## src/rtl/delay_line_cfg.sv

```systemverilog
// delay_line_cfg -- multi-channel fixed-latency delay line with a runtime
// programmable delay and per-sample valid tracking.
//
// A MAX_DELAY deep shift register carries {data, valid}. The output taps
// stage[act_delay-1], so a sample accepted at edge t is visible after edge
// t+act_delay-1. A new delay is applied safely: the line first drains every
// in-flight sample with the old delay (inputs refused), then one APPLY cycle
// clears the storage and switches the tap.
//
// Ports:
//   aclk       clock, rising edge
//   aresetn    asynchronous active-low reset
//   en         advance enable (stall when low)
//   flush      synchronous clear of stages, error flag and pending request
//   cfg_delay  requested delay (1..MAX_DELAY)
//   cfg_load   single-cycle strobe requesting cfg_delay
//   din        input data, channel c at [c*BITWIDTH +: BITWIDTH]
//   valid      din valid
//   din_ready  high while new samples are accepted
//   dout       delayed data, zero when dvalid is low
//   dvalid     delayed valid
//   busy       any valid sample in stages 0..act_delay-1
//   act_delay  delay currently in force
//   cfg_err    sticky flag for an out-of-range request
module delay_line_cfg #(
  parameter int MAX_DELAY     = 16,
  parameter int BITWIDTH      = 32,
  parameter int CHANNELS      = 1,
  parameter int DEFAULT_DELAY = 1,
  parameter int HOLD_ON_STALL = 1,
  parameter int DW            = $clog2(MAX_DELAY + 1)
) (
  input  logic                         aclk,
  input  logic                         aresetn,
  input  logic                         en,
  input  logic                         flush,
  input  logic [DW-1:0]                cfg_delay,
  input  logic                         cfg_load,
  input  logic [CHANNELS*BITWIDTH-1:0] din,
  input  logic                         valid,
  output logic                         din_ready,
  output logic [CHANNELS*BITWIDTH-1:0] dout,
  output logic                         dvalid,
  output logic                         busy,
  output logic [DW-1:0]                act_delay,
  output logic                         cfg_err
);

  localparam int W = CHANNELS * BITWIDTH;
  localparam logic [DW-1:0] MAX_D = DW'(MAX_DELAY);
  localparam logic [DW-1:0] DEF_D = DW'(DEFAULT_DELAY);

  typedef enum logic [1:0] {
    ST_RUN   = 2'd0,
    ST_DRAIN = 2'd1,
    ST_APPLY = 2'd2
  } state_t;

  logic [W-1:0]         data_q [MAX_DELAY];
  logic [W-1:0]         data_d [MAX_DELAY];
  logic [MAX_DELAY-1:0] vld_q;
  logic [MAX_DELAY-1:0] vld_d;
  state_t               state_q;
  state_t               state_d;
  logic [DW-1:0]        act_q;
  logic [DW-1:0]        act_d;
  logic [DW-1:0]        pend_q;
  logic [DW-1:0]        pend_d;
  logic                 err_q;
  logic                 err_d;

  logic                 busy_s;
  logic [W-1:0]         tap_data_s;
  logic                 tap_vld_s;
  logic                 accepted_s;
  logic                 cfg_legal_s;

  assign din_ready   = (state_q == ST_RUN);
  assign accepted_s  = valid & din_ready;
  assign cfg_legal_s = (cfg_delay != {DW{1'b0}}) && (cfg_delay <= MAX_D);

  // Occupancy of the active part of the line; stages beyond the tap are
  // already past the output and do not count.
  always_comb begin
    busy_s = 1'b0;
    for (int i = 0; i < MAX_DELAY; i++) begin
      if (vld_q[i] && (i < int'(act_q))) begin
        busy_s = 1'b1;
      end else begin
        busy_s = busy_s;
      end
    end
  end

  // Output tap mux selecting stage[act_delay-1] from registered stages.
  always_comb begin
    tap_data_s = {W{1'b0}};
    tap_vld_s  = 1'b0;
    for (int i = 0; i < MAX_DELAY; i++) begin
      if (int'(act_q) == (i + 1)) begin
        tap_data_s = data_q[i];
        tap_vld_s  = vld_q[i];
      end else begin
        tap_vld_s  = tap_vld_s;
      end
    end
  end

  assign busy      = busy_s;
  assign dvalid    = tap_vld_s;
  assign dout      = tap_vld_s ? tap_data_s : {W{1'b0}};
  assign act_delay = act_q;
  assign cfg_err   = err_q;

  // Next-state logic: storage shift/hold/clear, FSM and error flag.
  always_comb begin
    data_d  = data_q;
    vld_d   = vld_q;
    state_d = state_q;
    act_d   = act_q;
    pend_d  = pend_q;
    err_d   = err_q;

    if (flush) begin
      // Flush dominates everything, including any request being drained.
      for (int i = 0; i < MAX_DELAY; i++) begin
        data_d[i] = {W{1'b0}};
      end
      vld_d   = {MAX_DELAY{1'b0}};
      err_d   = 1'b0;
      state_d = ST_RUN;
      pend_d  = act_q;
    end else begin
      // Range errors are flagged in every state, even when the request
      // itself is ignored.
      if (cfg_load && !cfg_legal_s) begin
        err_d = 1'b1;
      end else begin
        err_d = err_q;
      end

      if (en) begin
        case (state_q)
          ST_RUN: begin
            if (cfg_load && cfg_legal_s && (cfg_delay != act_q)) begin
              pend_d  = cfg_delay;
              state_d = ST_DRAIN;
            end else begin
              state_d = ST_RUN;
            end
          end
          ST_DRAIN: begin
            if (!busy_s) begin
              state_d = ST_APPLY;
            end else begin
              state_d = ST_DRAIN;
            end
          end
          ST_APPLY: begin
            act_d   = pend_q;
            state_d = ST_RUN;
          end
          default: begin
            state_d = ST_RUN;
          end
        endcase

        if (state_q == ST_APPLY) begin
          // Stages beyond the old tap may still hold drained samples; clear
          // them so a longer new delay cannot re-emit them.
          for (int i = 0; i < MAX_DELAY; i++) begin
            data_d[i] = {W{1'b0}};
          end
          vld_d = {MAX_DELAY{1'b0}};
        end else begin
          data_d[0] = accepted_s ? din : {W{1'b0}};
          vld_d[0]  = accepted_s;
          for (int i = 1; i < MAX_DELAY; i++) begin
            data_d[i] = data_q[i-1];
            vld_d[i]  = vld_q[i-1];
          end
        end
      end else if (HOLD_ON_STALL == 0) begin
        for (int i = 0; i < MAX_DELAY; i++) begin
          data_d[i] = {W{1'b0}};
        end
        vld_d = {MAX_DELAY{1'b0}};
      end else begin
        vld_d = vld_q;
      end
    end
  end

  // State registers with asynchronous reset.
  always_ff @(posedge aclk or negedge aresetn) begin
    if (!aresetn) begin
      for (int i = 0; i < MAX_DELAY; i++) begin
        data_q[i] <= {W{1'b0}};
      end
      vld_q   <= {MAX_DELAY{1'b0}};
      state_q <= ST_RUN;
      act_q   <= DEF_D;
      pend_q  <= DEF_D;
      err_q   <= 1'b0;
    end else begin
      for (int i = 0; i < MAX_DELAY; i++) begin
        data_q[i] <= data_d[i];
      end
      vld_q   <= vld_d;
      state_q <= state_d;
      act_q   <= act_d;
      pend_q  <= pend_d;
      err_q   <= err_d;
    end
  end

endmodule

```

## config.mk

```make
export PLATFORM = sky130hd
export DESIGN_NAME = delay_line_cfg
export DESIGN_NICKNAME = d
export VERILOG_FILES = /design/src/rtl/delay_line_cfg.sv
export SDC_FILE = /design/constraint.sdc
export NUM_CORES = 1
export LEC_CHECK = 0
export ABC_CLOCK_PERIOD_IN_PS = 4200
export CAP_MARGIN = 20
export CORE_MARGIN = 1
export CORE_UTILIZATION = 50
export DETAILED_ROUTE_END_ITERATION = 6
export HOLD_SLACK_MARGIN = 0.05
export PLACE_DENSITY = 0.67
export SYNTH_ARGS = -nofsm -noshare
export SYNTH_HDL_FRONTEND = slang
export SYNTH_SLANG_ARGS = --single-unit
```

## constraint.sdc

```tcl
create_clock -name aclk -period 4.2 [get_ports aclk]
set_input_delay 0.63 -clock aclk [delete_from_list [all_inputs] [get_ports aclk]]
set_output_delay 0.63 -clock aclk [all_outputs]
set_load 0.05 [all_outputs]
```

==> reports/qor.csv, run 1 <==
metric,value,unit
Sw Share,28.16,%
launch point of the worst reg-to-reg path,act_delay[1]$_DFFE_PN0P_,
H-tree lvl count,2,
number of standard cells after synthesis,2117,
Worst Path Max Fanout,29,
Reg2Reg Depth,7,
library cells used by synthesis,76,
highest cell delay on the worst timing path,760,ps
Total Routing Usage GR,30.01,%
Max Cap Viol,0,
die area,0.04961,sq mm
Pint,9.272,mW
Cells after DPL,2710,
startpoint types,register,
synth warn,0,
Worst Tran Pin Value,1045,ps
Non-Filler Instances,2825,
Worst-Skew Late Latency,630,ps
ys async rst share,100.0,%
residual DRC count,0,
Rel. slew slack,30.17,%
CTS Root Cell,clkbuf_16,
Vert. Die Dim,222.7,um
"commonest non-fill, non-tap cells in the layout","a22o_1 (535), dfrtp_1 (535), buf_4 (120), o21ai_0 (116), nand2_1 (112)",
DRT antenna net count,0,
CP endpoint kind,output pin,
status,completed,
num ports,84,
Synth Register Bits,541,
Routed Wire Length,73.67,mm
largest net degree at the start of global routing,119,
"Area growth, synth to finish",17.05,%
chip width,222.7,um
Core Box Area,0.04795,sq mm
RePlAce Congestion,0.8959,
fillers,3885,
Post-synth EDFFs,0,
initial antenna violation count,1,
row count,80,
CTS Buffer Depth,3,
Clk pwr share,42.5,%
Layout Nets,2208,
pins over their slew limit,0,
P_sw,3.634,mW
Flop pwr share,41.5,%
Avg Inst Size Synth,11.51,sq um
Port Buf Inserts,83,
critical path class,register to output pin,
final worst-path cycle share,99.03,%
Fin. Hold Viols,0,
"Critical Path, Cell by Cell",buf_12 -> nor2b_2 -> a22oi_1 -> o21ai_0 -> o21ai_0 -> a22oi_1 -> buf_4,
Clock Sinks,541,
Hold Path Class,input pin to asynchronous set/reset pin,
"Cell Area, Synth",0.02436,sq mm
worst path bufs/invs,2,
Vias per Instance,6.836,
Worst path top cell family by delay,compound AO/OA/AOI/OAI gates,
Gate power share,16.1,%
Pwr Total,12.91,mW
syn_nets,2160,
global-route wire length before repair,115.4,mm
Initial Util,50.81,%
CP Data Arrival Time,3530,ps
CTS tree,yes,
1st-pass router iterations,6,
ratio of total power to cell area,452.6,mW/mm^2
maximum VDD drop,313.9,uV
commonest register cell after synthesis,dfrtp_1,
HPWL reported at the end of detailed placement,47.98,mm
Final setup viols,0,
vias in the first global route,18470,
via count,19310,
clk_skew,20.67,ps
register-to-register setup slack,1390,ps
Num CTS Buffers,57,
Final min period,4159,ps
"CTS clk-pin slew, worst paths",60,ps
Routed WL per cell,26.08,um
worst path required time,3570,ps
initial DRC count,2493,
register area share after synthesis,55.58,%
worst r2r dst,state_q[0]$_DFFE_PN0P_,
"Slowest-stage cell, CP",dfstp_4,
total global routing overflow,0,
Max Fclk,0.2404,GHz
layout cells sized above 1,15.39,%
static leakage,12.93,nW
## cells in the mapped netlist (7+ instances only)
master / instances / area, sq um
a211oi_1: 14 / 105.1
buf_2: 38 / 190.2
a22o_1: 535 / 4686
inv_1: 13 / 48.80
o221ai_1: 12 / 105.1
a221oi_1: 29 / 254.0
a21oi_1: 85 / 425.4
nand2b_1: 8 / 50.05
nand4_1: 15 / 93.84
a22oi_1: 28 / 210.2
clkbuf_1: 131 / 491.7
mux2_2: 31 / 349.1
nor4_1: 10 / 62.56
o21ai_0: 119 / 595.6
a21o_1: 9 / 67.56
o22ai_1: 33 / 206.5
a222oi_1: 10 / 100.1
dfrtp_1: 539 / 13490
o211ai_1: 12 / 90.09
nand2_1: 112 / 420.4
and2_1: 7 / 43.79
a2111oi_0: 13 / 113.9
nor2b_1: 22 / 137.6
nor3_1: 13 / 65.06
nor2_1: 64 / 240.2
nand3_1: 20 / 100.1
buf_1: 31 / 116.4
a32o_1: 18 / 180.2
buf_4: 14 / 105.1
a31oi_1: 10 / 62.56
mux2i_1: 26 / 260.3
a32oi_1: 16 / 140.1
## power groups by stage
stage                     clock network [mW]  registers [mW]  logic (mW)
after floorplan                            0            5.41        1.11
after global placement                     0            5.46        1.92
after detailed placement                   0            5.46        1.92
after CTS                               5.56            5.35        2.01
after global routing                    5.76            5.36        2.19
final                                   5.48            5.35        2.08
## layout make-up
type                    instances  area (sq um)  share of cell area [%]
flip-flops and latches        541         13560                   47.55
clock inverters                25         364.1                   1.277
inverters                      14         52.55                  0.1843
multi-input cells            1346         10030                   35.18
diodes                          1         2.502                0.008775
well taps                     615         769.5                   2.698
clock buffers                  78          1698                   5.954
repair buffers                205          2038                   7.147
## sequential cells by signal (all words and copies together) (netlist names)
name / count
cfg_err: 1
data_q: 512
act_delay: 5
state_q: 2
pend_q: 5
vld_q: 16
## worst max path at each step
stage / start / to / slack (ps) / cells past startpoint
after detailed placement: act_delay[0]$_DFFE_PN1P_ / dout[9] / 220 / 11
after global placement: act_delay[3]$_DFFE_PN0P_ / dout[9] / -70 / 9
after global routing: act_delay[4]$_DFFE_PN0P_ / dout[28] / -20 / 8
final: act_delay[0]$_DFFE_PN1P_ / dout[15] / 40 / 7
after CTS: act_delay[0]$_DFFE_PN1P_ / dout[21] / -90 / 10
after floorplan: act_delay[0]$_DFFE_PN1P_ / dout[0] / 70 / 9
## metrics by stage
step	utilization, %	TNS [ps]	instance area [sq um]	hold slack [ps]	setup slack [ps]
6_report	59.48	0	28520	63.22	40.56
3_5_place_dp	54.56	0	26160	491.9	217.7
3_3_place_gp	54.54	-106.9	26150	478.7	-72.05
2_1_floorplan	-	0	24370	334.4	65.67
4_1_cts	59.15	-95.24	28360	84.17	-92.37
5_1_grt	59.47	-32.66	28510	124.0	-16.98
## cell families after synthesis
group                  synth area share [%]
multiplexers                          2.501
flip-flops                            55.58
AND/OR/NAND/NOR                       6.214
XOR/XNOR                             0.2157
AO/OA/AOI/OAI                         31.48
buffers and inverters                 4.016
## what timing repair did
action,CTS,global route
setup endpoints to repair,27,19
hold buffers,0,0
pin swaps,3,2
setup buffers,3,8
resized for setup,25,22
## routing by layer
metal	global-route usage (%)	share of wire, %	routed length, um
met5	0	0	0
met1	45.88	46	33560
met2	42.03	43	31940
met3	6.586	8.6	6338
met4	9.989	2.5	1833
(Power assumes the default switching activity.)
==> run 2, diff against run 1 <==
--- a/config.mk
+++ b/config.mk
@@ -5,13 +5,14 @@
 export SDC_FILE = /design/constraint.sdc
 export NUM_CORES = 1
 export LEC_CHECK = 0
-export ABC_CLOCK_PERIOD_IN_PS = 4200
+export ABC_CLOCK_PERIOD_IN_PS = 3670
 export CAP_MARGIN = 20
 export CORE_MARGIN = 1
 export CORE_UTILIZATION = 50
 export DETAILED_ROUTE_END_ITERATION = 6
 export HOLD_SLACK_MARGIN = 0.05
-export PLACE_DENSITY = 0.67
+export PLACE_DENSITY = 0.7
+export RECOVER_POWER = 25
 export SYNTH_ARGS = -nofsm -noshare
 export SYNTH_HDL_FRONTEND = slang
 export SYNTH_SLANG_ARGS = --single-unit
==> constraint.sdc (replaced) <==
create_clock -name aclk -period 3.67 [get_ports aclk]
set_input_delay 0.5505 -clock aclk [delete_from_list [all_inputs] [get_ports aclk]]
set_output_delay 0.5505 -clock aclk [all_outputs]
set_load 0.05 [all_outputs]
==> run 2 against run 1 <==
Compared with the run above:
- the flow now finishes with violations (capacitance limit, slew limit, setup timing)
- global-route usage increased by 0.57 points
- via count increased by 1.4%
- combinational power increased by 46%
- highest routed layer unchanged
- setup slack got worse by 200 ps
- core utilization increased by 2.5 points
- routed wire length increased by 2.6%
- final cell count increased by 1.2%
- critical path type unchanged
- clock-buffer cell count increased by 7
==> reports/qor.csv, run 2 (synthesized netlist as in run 1, its figures left out) <==
metric,value,unit,change
Cells after DPL,2717,,+0.26%
min-delay src,data_q[26]$_DFFE_PN0P_,,
Vias per Instance,6.852,,+0.24%
Hold Path Class,register to register,,
Worst Tran Pin Value,1856,ps,+811.3 ps
total global routing overflow,0,,unchanged
Layout Nets,2243,,+1.6%
worst path required time,3120,ps,-450 ps
H-tree lvl count,2,,unchanged
area post-placement,0.02633,sq mm,+0.64%
"commonest non-fill, non-tap cells in the layout","a22o_1 (535), dfrtp_1 (535), o21ai_0 (113), nand2_1 (110), buf_4 (95)",,
num ports,84,,unchanged
HPWL reported at the end of detailed placement,48.80,mm,+1.7%
vias in the first global route,18860,,+2.1%
CTS Buffer Depth,3,,unchanged
startpoint types,register,,
Initial Util,50.81,%,unchanged
"Area growth, synth to finish",22.06,%,
critical path class,register to output pin,,
global-route wire length before repair,117.3,mm,+1.7%
Routed Wire Length,75.61,mm,+2.6%
DRT antenna net count,0,,unchanged
ratio of total power to cell area,504.9,mW/mm^2,+12%
Fin. Hold Viols,0,,unchanged
CTS Root Cell,clkbuf_16,,
largest net degree at the start of global routing,131,,+10%
chip width,222.7,um,unchanged
failing checks,"capacitance limit, slew limit, setup timing",,
status,finished with violations,,
static leakage,13.28,nW,+2.7%
n_diodes,0,,-1
layout cells sized above 1,19.74,%,+4.3 points
CP Data Arrival Time,3280,ps,-250 ps
max reg flops,512,,unchanged
top flop regs,"data_q x512, vld_q x16",,
Num CTS Buffers,57,,unchanged
final instance area,0.02974,sq mm,+4.3%
fillers,3713,,-4.4%
initial antenna violation count,0,,-1
Final min period,3826,ps,
Worst Path Max Fanout,7,,-76%
1st-pass router iterations,6,,unchanged
Clock Sinks,541,,unchanged
RePlAce Congestion,0.9396,,+4.9%
Core Box Area,0.04795,sq mm,unchanged
launch point of the worst reg-to-reg path,act_delay[1]$_DFFE_PN0P_,,
worst setup margin,-155.7,ps,-196.3 ps
via count,19590,,+1.4%
Rel. slew slack,-23.73,%,-54 points
Final TNS setup,-2080,ps,-2080 ps
"CTS clk-pin slew, worst paths",60,ps,about the same
Non-Filler Instances,2859,,+1.2%
maximum VDD drop,328.9,uV,+4.8%
Setup crit start,act_delay[0]$_DFFE_PN1P_,,
register name with the most flops,data_q,,
CTS tree,yes,,
final worst-path cycle share,104.2,%,
Max Cap Viol,1,,+1
Worst Hold Slack,505.5,ps,+442.3 ps
residual DRC count,0,,unchanged
initial DRC count,2298,,-7.8%
row count,80,,unchanged
Total Routing Usage GR,30.58,%,+0.57 points
RSZ-0062 raised after global routing,yes,,
die area,0.04961,sq mm,unchanged
Worst-Skew Late Latency,610,ps,-20 ps
Max Fclk,0.2614,GHz,
Final setup viols,27,,+27
"Core Util, Final",62.02,%,+2.5 points
pins over their slew limit,75,,+75
Routed WL per cell,26.45,um,+1.4%
clk_skew,14.20,ps,-6.467 ps
Vert. Die Dim,222.7,um,unchanged
Port Buf Inserts,83,,unchanged
CP endpoint kind,output pin,,
[run 2: final timing paths]
check / endpoint / slack, ps / depth (start not counted)
worst min-delay path: data_q[26]$_DFFE_PN0P_ / 510 / 1
worst min register to register: data_q[26]$_DFFE_PN0P_ / 510 / 1
min in group asynchronous: data_q[483]$_DFFE_PN0P_ / 980 / 2
worst max register to register: state_q[0]$_DFFE_PN0P_ / 970 / 7
worst max-delay path: dout[29] / -160 / 9
max in group asynchronous: data_q[425]$_DFFE_PN0P_ / 370 / 3
[run 2: routing by layer]
| layer | GRT usage (%) | wire length, um | up-vias |
|---|---|---|---|
| li1 | - | - | 8487 |
| met1 | 46.56 | 33770 | 9972 |
| met2 | 42.78 | 32590 | 996 |
| met3 | 6.996 | 7158 | 136 |
| met4 | 10.21 | 2100 | 0 |
| met5 | 0 | 0 | - |
[run 2: what timing repair did]
action,4_1_cts,5_1_grt
hold buffers,1,0
setup buffers,29,7
setup endpoints to repair,34,34
cloned,6,1
gates resized for setup,158,54
pin swaps,40,22
endpoints found under the hold margin,70,0
[run 2: metrics by stage]
| stage | setup WS (ps) | power (mW) |
|---|---|---|
| after global routing | -211.7 | 15.47 |
| after detailed placement | 249.7 | 8.541 |
| after floorplan | -380.6 | 7.490 |
| after global placement | 282.9 | 8.520 |
| after CTS | -100.3 | 14.93 |
| final | -155.7 | 15.01 |
[run 2: worst max-delay path, stage by stage, from the launching register on]
cell and delay, ps:
dfstp_4 700, nor3b_4 260, nand3_2 120, a22o_1 250, a211oi_4 350, buf_6 160, o21bai_4 90, buf_12 160
a211oi_4 350, buf_12 180
[run 2: power by group]
part / switching (mW) / internal (mW)
clock: 2.40 / 3.50
sequential: 0.0733 / 6.02
combinational: 1.95 / 1.08
[run 2: final cells by class]
type / count / area [sq um] / share of cell area, %
Multi-Input combinational cell: 1346 / 10780 / 36.24
Clock buffer: 85 / 1682 / 5.655
Tap cell: 615 / 769.5 / 2.588
Inverter: 14 / 56.30 / 0.1893
Clock inverter: 18 / 221.5 / 0.7447
Sequential cell: 541 / 13550 / 45.58
Timing Repair Buffer: 240 / 2678 / 9.004
==> edit 1 (config.mk and constraints of run 2) <==
`BITWIDTH`: 32 -> 40.
--- a/src/rtl/delay_line_cfg.sv
+++ b/src/rtl/delay_line_cfg.sv
@@ -24,7 +24,7 @@
 //   cfg_err    sticky flag for an out-of-range request
 module delay_line_cfg #(
   parameter int MAX_DELAY     = 16,
-  parameter int BITWIDTH      = 32,
+  parameter int BITWIDTH      = 40,
   parameter int CHANNELS      = 1,
   parameter int DEFAULT_DELAY = 1,
   parameter int HOLD_ON_STALL = 1,
Interface: changed (resized din and dout); port bits go from 84 to 100. No check against the original RTL was run, so the function may have changed too.
==> edit 1 against run 2 <==
Synthesized area increased by 22%; clock power increased by 25%; non-clock buffer count increased by 68; power increased by 27%; wire length increased by 23%; the flow finishes with violations (DRC, capacitance limit, slew limit, setup timing); worst setup slack got worse by 0.028 ns; die area increased by 22%; combinational power increased by 37%; cell area increased by 25%; sequential cell count increased by 128; clock skew increased by 0.0027 ns.
==> edit 1: results (changes against run 2) <==
Outcome
  – Status: finished, violations left
  – Failing checks: DRC, capacitance limit, slew limit, setup timing

Yosys
  – Synth Area per Inst: 11.5 sq um (+0.15%)
  – Top cells by area, synth: dfrtp_1 (56%), a22o_1 (20%), o21ai_0 (3.1%)
  – Net count after synthesis: 2,634 (+22%)
  – Count of cell types in the netlist: 84 (+11%)
  – Sequential cell area fraction in the yosys report: 56.2% (+0.67 points)

Clock tree
  – H-Tree Depth: 3 (+1)
  – Worst skew pair latency: 0.63 ns (+0.02 ns)
  – Num CTS Buffers: 73 (+28%)

Route
  – DRC viols: 7 (+7)
  – Metal3 WL: 8.11 mm (+13%)
  – Per-cell routed wire length: 26.4 um (-0.33%)
  – DR vias/cell: 6.90 (+0.66%)
  – Drt initial violations: 3,588 (+56%)
  – DR pass1 iterations: 7 (+1)

Setup path
  – Worst r2r src: act_delay[2]
  – Worst-path fanout max: 8 (+1)
  – Crit path launch: act_delay[1]
  – R2r setup slk: 1.01 ns (+0.04 ns)
  – Slowest-stage cell, CP: dfrtp_4
  – Crit path DAT: 3.30 ns (+0.02 ns)
  – CP max stage delay: 0.53 ns (-0.17 ns)
  – Worst R2R Path Depth: 10 (+3)

Global route
  – Met2 GRT Util: 44.5% (+1.7 points)
  – Met1 usage: 45.0% (-1.6 points)
  – Largest net degree at the start of global routing: 95 (-27%)
  – GRT met3 Usage: 5.63% (-1.4 points)
  – GRT Util Overall: 30.2% (-0.37 points)
  – Vias in the first global route: 23,200 (+23%)

Power
  – Combinational power share: 21.8% (+1.6 points)
  – Int Power: 0.0133 W (+26%)
  – Leak Pwr: 16.5 nW (+24%)
  – Comb pwr: 0.00415 W (+37%)
  – Share of total power in sequential cells: 39.5% (-1.1 points)

Timing
  – Setup-failing EPs final: 36 (+33%)
  – Post-route setup slack: -0.183 ns (-0.0277 ns)
  – Final Max Slew Viols: 90 (+20%)
  – Setup Total Neg Slack: -4.09 ns (-2.01 ns)
  – Worst-case clock skew: 0.0169 ns (+0.00273 ns)
  – WHS: 0.486 ns (-0.0192 ns)

Layout
  – Fillers: 4,369 (+18%)
  – Final nets: 2,747 (+22%)
  – Biggest regs: data_q: 640 flops, vld_q: 16 flops
  – Layout cells sized above 1: 19.3% (-0.47 points)
  – Final cell count without fillers: 3,523 (+23%)

Placed design
  – Worst slack, placed: 0.211 ns (-0.0387 ns)
  – I/O Buffers: 99 (+19%)
  – DP Wirelength: 58.5 mm (+20%)
  – Dpl cells: 3,331 (+23%)
  – Gpl congestion: 0.911 (-3.1%)
  – DP Area: 0.0327 sq mm (+24%)

Hold path
  – Worst Hold Endpoint: act_delay[0]
  – Worst hold start: pend_q[0]
  – Hold depth: 2 (+1)

Flow run
  – Reported max-cap violation count: 1 (unchanged)
edit 1: kinds of logic after synthesis:
group | count (synthesis) | synth area share (%)
compound gates | 1257 | 32.9
xor+xnor | 6 | 0.177
buf+inv | 282 | 3.98
flops | 669 | 56.2
mux | 33 | 1.13
simple gates | 336 | 5.59
edit 1: what timing repair did:
item / in CTS / in global routing
gates cloned: 5 / 10
pin swaps: 26 / 47
setup buffers: 28 / 22
hold endpoints to repair: 4 / 0
hold buffers: 1 / 0
endpoints found under the setup margin: 42 / 42
resized for setup: 146 / 120
edit 1: layout make-up:
cell class / instances / area (sq um) / share of cell area, %
Inverter: 12 / 45.0 / 0.121
Multi-Input combinational cell: 1632 / 12900 / 34.9
Clock buffer: 108 / 2140 / 5.76
Sequential cell: 669 / 16800 / 45.1
Timing Repair Buffer: 308 / 4020 / 10.8
Clock inverter: 21 / 264 / 0.711
Tap cell: 773 / 967 / 2.60
==> edit 2 (config.mk and constraints of run 2) <==
Without the edit above. Add an input register stage for `cfg_load`, without a reset; this delays it by one clock. The other inputs are not delayed to match. Comments in the files are not updated.
--- a/src/rtl/delay_line_cfg.sv
+++ b/src/rtl/delay_line_cfg.sv
@@ -56,6 +56,12 @@
     ST_APPLY = 2'd2
   } state_t;
 
+  logic cfg_load_q;
+
+  always_ff @(posedge aclk) begin
+    cfg_load_q <= cfg_load;
+  end
+
   logic [W-1:0]         data_q [MAX_DELAY];
   logic [W-1:0]         data_d [MAX_DELAY];
   logic [MAX_DELAY-1:0] vld_q;
@@ -133,7 +139,7 @@
     end else begin
       // Range errors are flagged in every state, even when the request
       // itself is ignored.
-      if (cfg_load && !cfg_legal_s) begin
+      if (cfg_load_q && !cfg_legal_s) begin
         err_d = 1'b1;
       end else begin
         err_d = err_q;
@@ -142,7 +148,7 @@
       if (en) begin
         case (state_q)
           ST_RUN: begin
-            if (cfg_load && cfg_legal_s && (cfg_delay != act_q)) begin
+            if (cfg_load_q && cfg_legal_s && (cfg_delay != act_q)) begin
               pend_d  = cfg_delay;
               state_d = ST_DRAIN;
             end else begin
Formal check against the unedited RTL: not equivalent (a bounded check fails within 4 cycles, from zero or initial values and one cycle with aresetn low).
==> edit 2 against run 2 <==
The flow still finishes with violations (capacitance limit, slew limit, setup timing); cell area increased by 1.1%; synthesized area increased by 1.7%; count of clock-buffer cells in the layout fell by 1; cell count rose by 2.0%; wire length increased by 0.12%; clock power increased by 4.4%; via count up 1.4%; sequential cell count up 1; sequential share of layout area decreased by 0.47 points; worst setup slack lost 0.079 ns; power is 2.3% higher; synthesized cell count is 0.38% lower; critical path type unchanged; largest cell class unchanged; highest routed layer unchanged.
==> edit 2: results (changes against run 2) <==
Clock tree
  – Post-cts resize count: 102 (-35%)
  – Worst skew pair latency: 0.63 ns (+0.02 ns)
  – Num CTS Buffers: 58 (+1.8%)
  – Post-CTS Setup Inserts: 22 (-24%)

Route
  – Total detailed-routing wirelength: 75.7 mm (+0.12%)
  – DR vias/cell: 6.82 (-0.50%)
  – Drt initial violations: 2,626 (+14%)
  – DR pass1 iterations: 5 (-1)

Yosys
  – Net count after synthesis: 2,152 (-0.37%)
  – XOR/XNOR Fraction of Synth Area: 0.212% (-0.0036 points)
  – Sequential cell area fraction in the yosys report: 54.7% (-0.85 points)
  – Count of cell types in the netlist: 86 (+13%)
  – Post-synthesis async set-or-reset flop share: 99.8% (-0.18 points)
  – Synth Area in Compound Gates: 33.2% (+1.7 points)
  – Top cells by area, synth: dfrtp_1 (54%), a22o_1 (19%), o21ai_0 (2.2%)
  – Multiplexer share of the synthesized area: 2.30% (-0.20 points)
  – Top cells by count, synth: dfrtp_1 (539), a22o_1 (531), clkbuf_1 (142)

Global route
  – First-pass GRT wire length: 117 mm (about the same)
  – GRT Util Overall: 30.0% (-0.57 points)
  – Largest net degree at the start of global routing: 148 (+13%)
  – GRT met3 Usage: 5.34% (-1.7 points)

Flow run
  – Reported max-cap violation count: 1 (unchanged)

Setup path
  – Critical Path Sink: dout[12]
  – Crit path DAT: 3.35 ns (+0.07 ns)
  – Worst R2R Path Depth: 10 (+3)
  – CP max stage delay: 0.58 ns (-0.12 ns)
  – Slowest-stage cell, CP: or4b_4
  – Worst-path fanout max: 5 (-2)
  – R2r setup slk: 0.90 ns (-0.07 ns)

Timing
  – WHS: 0.482 ns (-0.0234 ns)
  – Setup Total Neg Slack: -4.97 ns (-2.89 ns)
  – Final Max Slew Viols: 98 (+31%)
  – Setup-failing EPs final: 33 (+22%)
  – Post-route setup slack: -0.234 ns (-0.0787 ns)
  – Measured slew at the worst slew-check pin: 2.73 ns (+0.871 ns)

Hold path
  – Min-delay worst type: input pin to flop
  – Worst hold start: cfg_load
  – Worst Hold Endpoint: cfg_load_q

Layout
  – Fillers: 3,794 (+2.2%)
  – Layout cells sized above 1: 19.3% (-0.42 points)
  – Final cell count without fillers: 2,915 (+2.0%)
  – Final nets: 2,244 (+0.045%)

Placed design
  – DP Wirelength: 47.0 mm (-3.6%)
  – Dpl cells: 2,761 (+1.6%)
  – Gpl congestion: 0.904 (-3.8%)

Power
  – Max IR drop VDD: 0.359 mV (+9.3%)
  – Sw Ratio: 29.6% (+0.20 points)

Outcome
  – Status: finished, violations left
  – Failing checks: capacitance limit, slew limit, setup timing
edit 2: changes by cell type after synthesis, sizes merged, moves of 14 or more:
| cell | change |
|---|---|
| nor2b | -15 |
| and3 | +17 |
| o21bai | +14 |
| a311o | +15 |
| mux2i | +22 |
| a2111o | +15 |
| a32o | -14 |
| o22ai | -21 |
| o21a | +20 |
| o221ai | +30 |
| mux2 | -23 |
edit 2: area by class of cell:
class / count / area share (%)
sequential: 542 / 45.1
multi-input combinational: 1344 / 36.6
timing repair buffer: 243 / 8.60
clock buffer: 84 / 5.68
tap: 664 / 2.76
clock inverter: 26 / 1.07
inverter: 12 / 0.154
edit 2: power groups by stage:
stage | sequential [W] | combinational [W] | clock (W)
after floorplan | 0.00623 | 0.00141 | 0
after global placement | 0.00622 | 0.00242 | 0
after detailed placement | 0.00623 | 0.00245 | 0
after CTS | 0.00610 | 0.00280 | 0.00623
after global routing | 0.00610 | 0.00324 | 0.00647
final | 0.00610 | 0.00310 | 0.00615
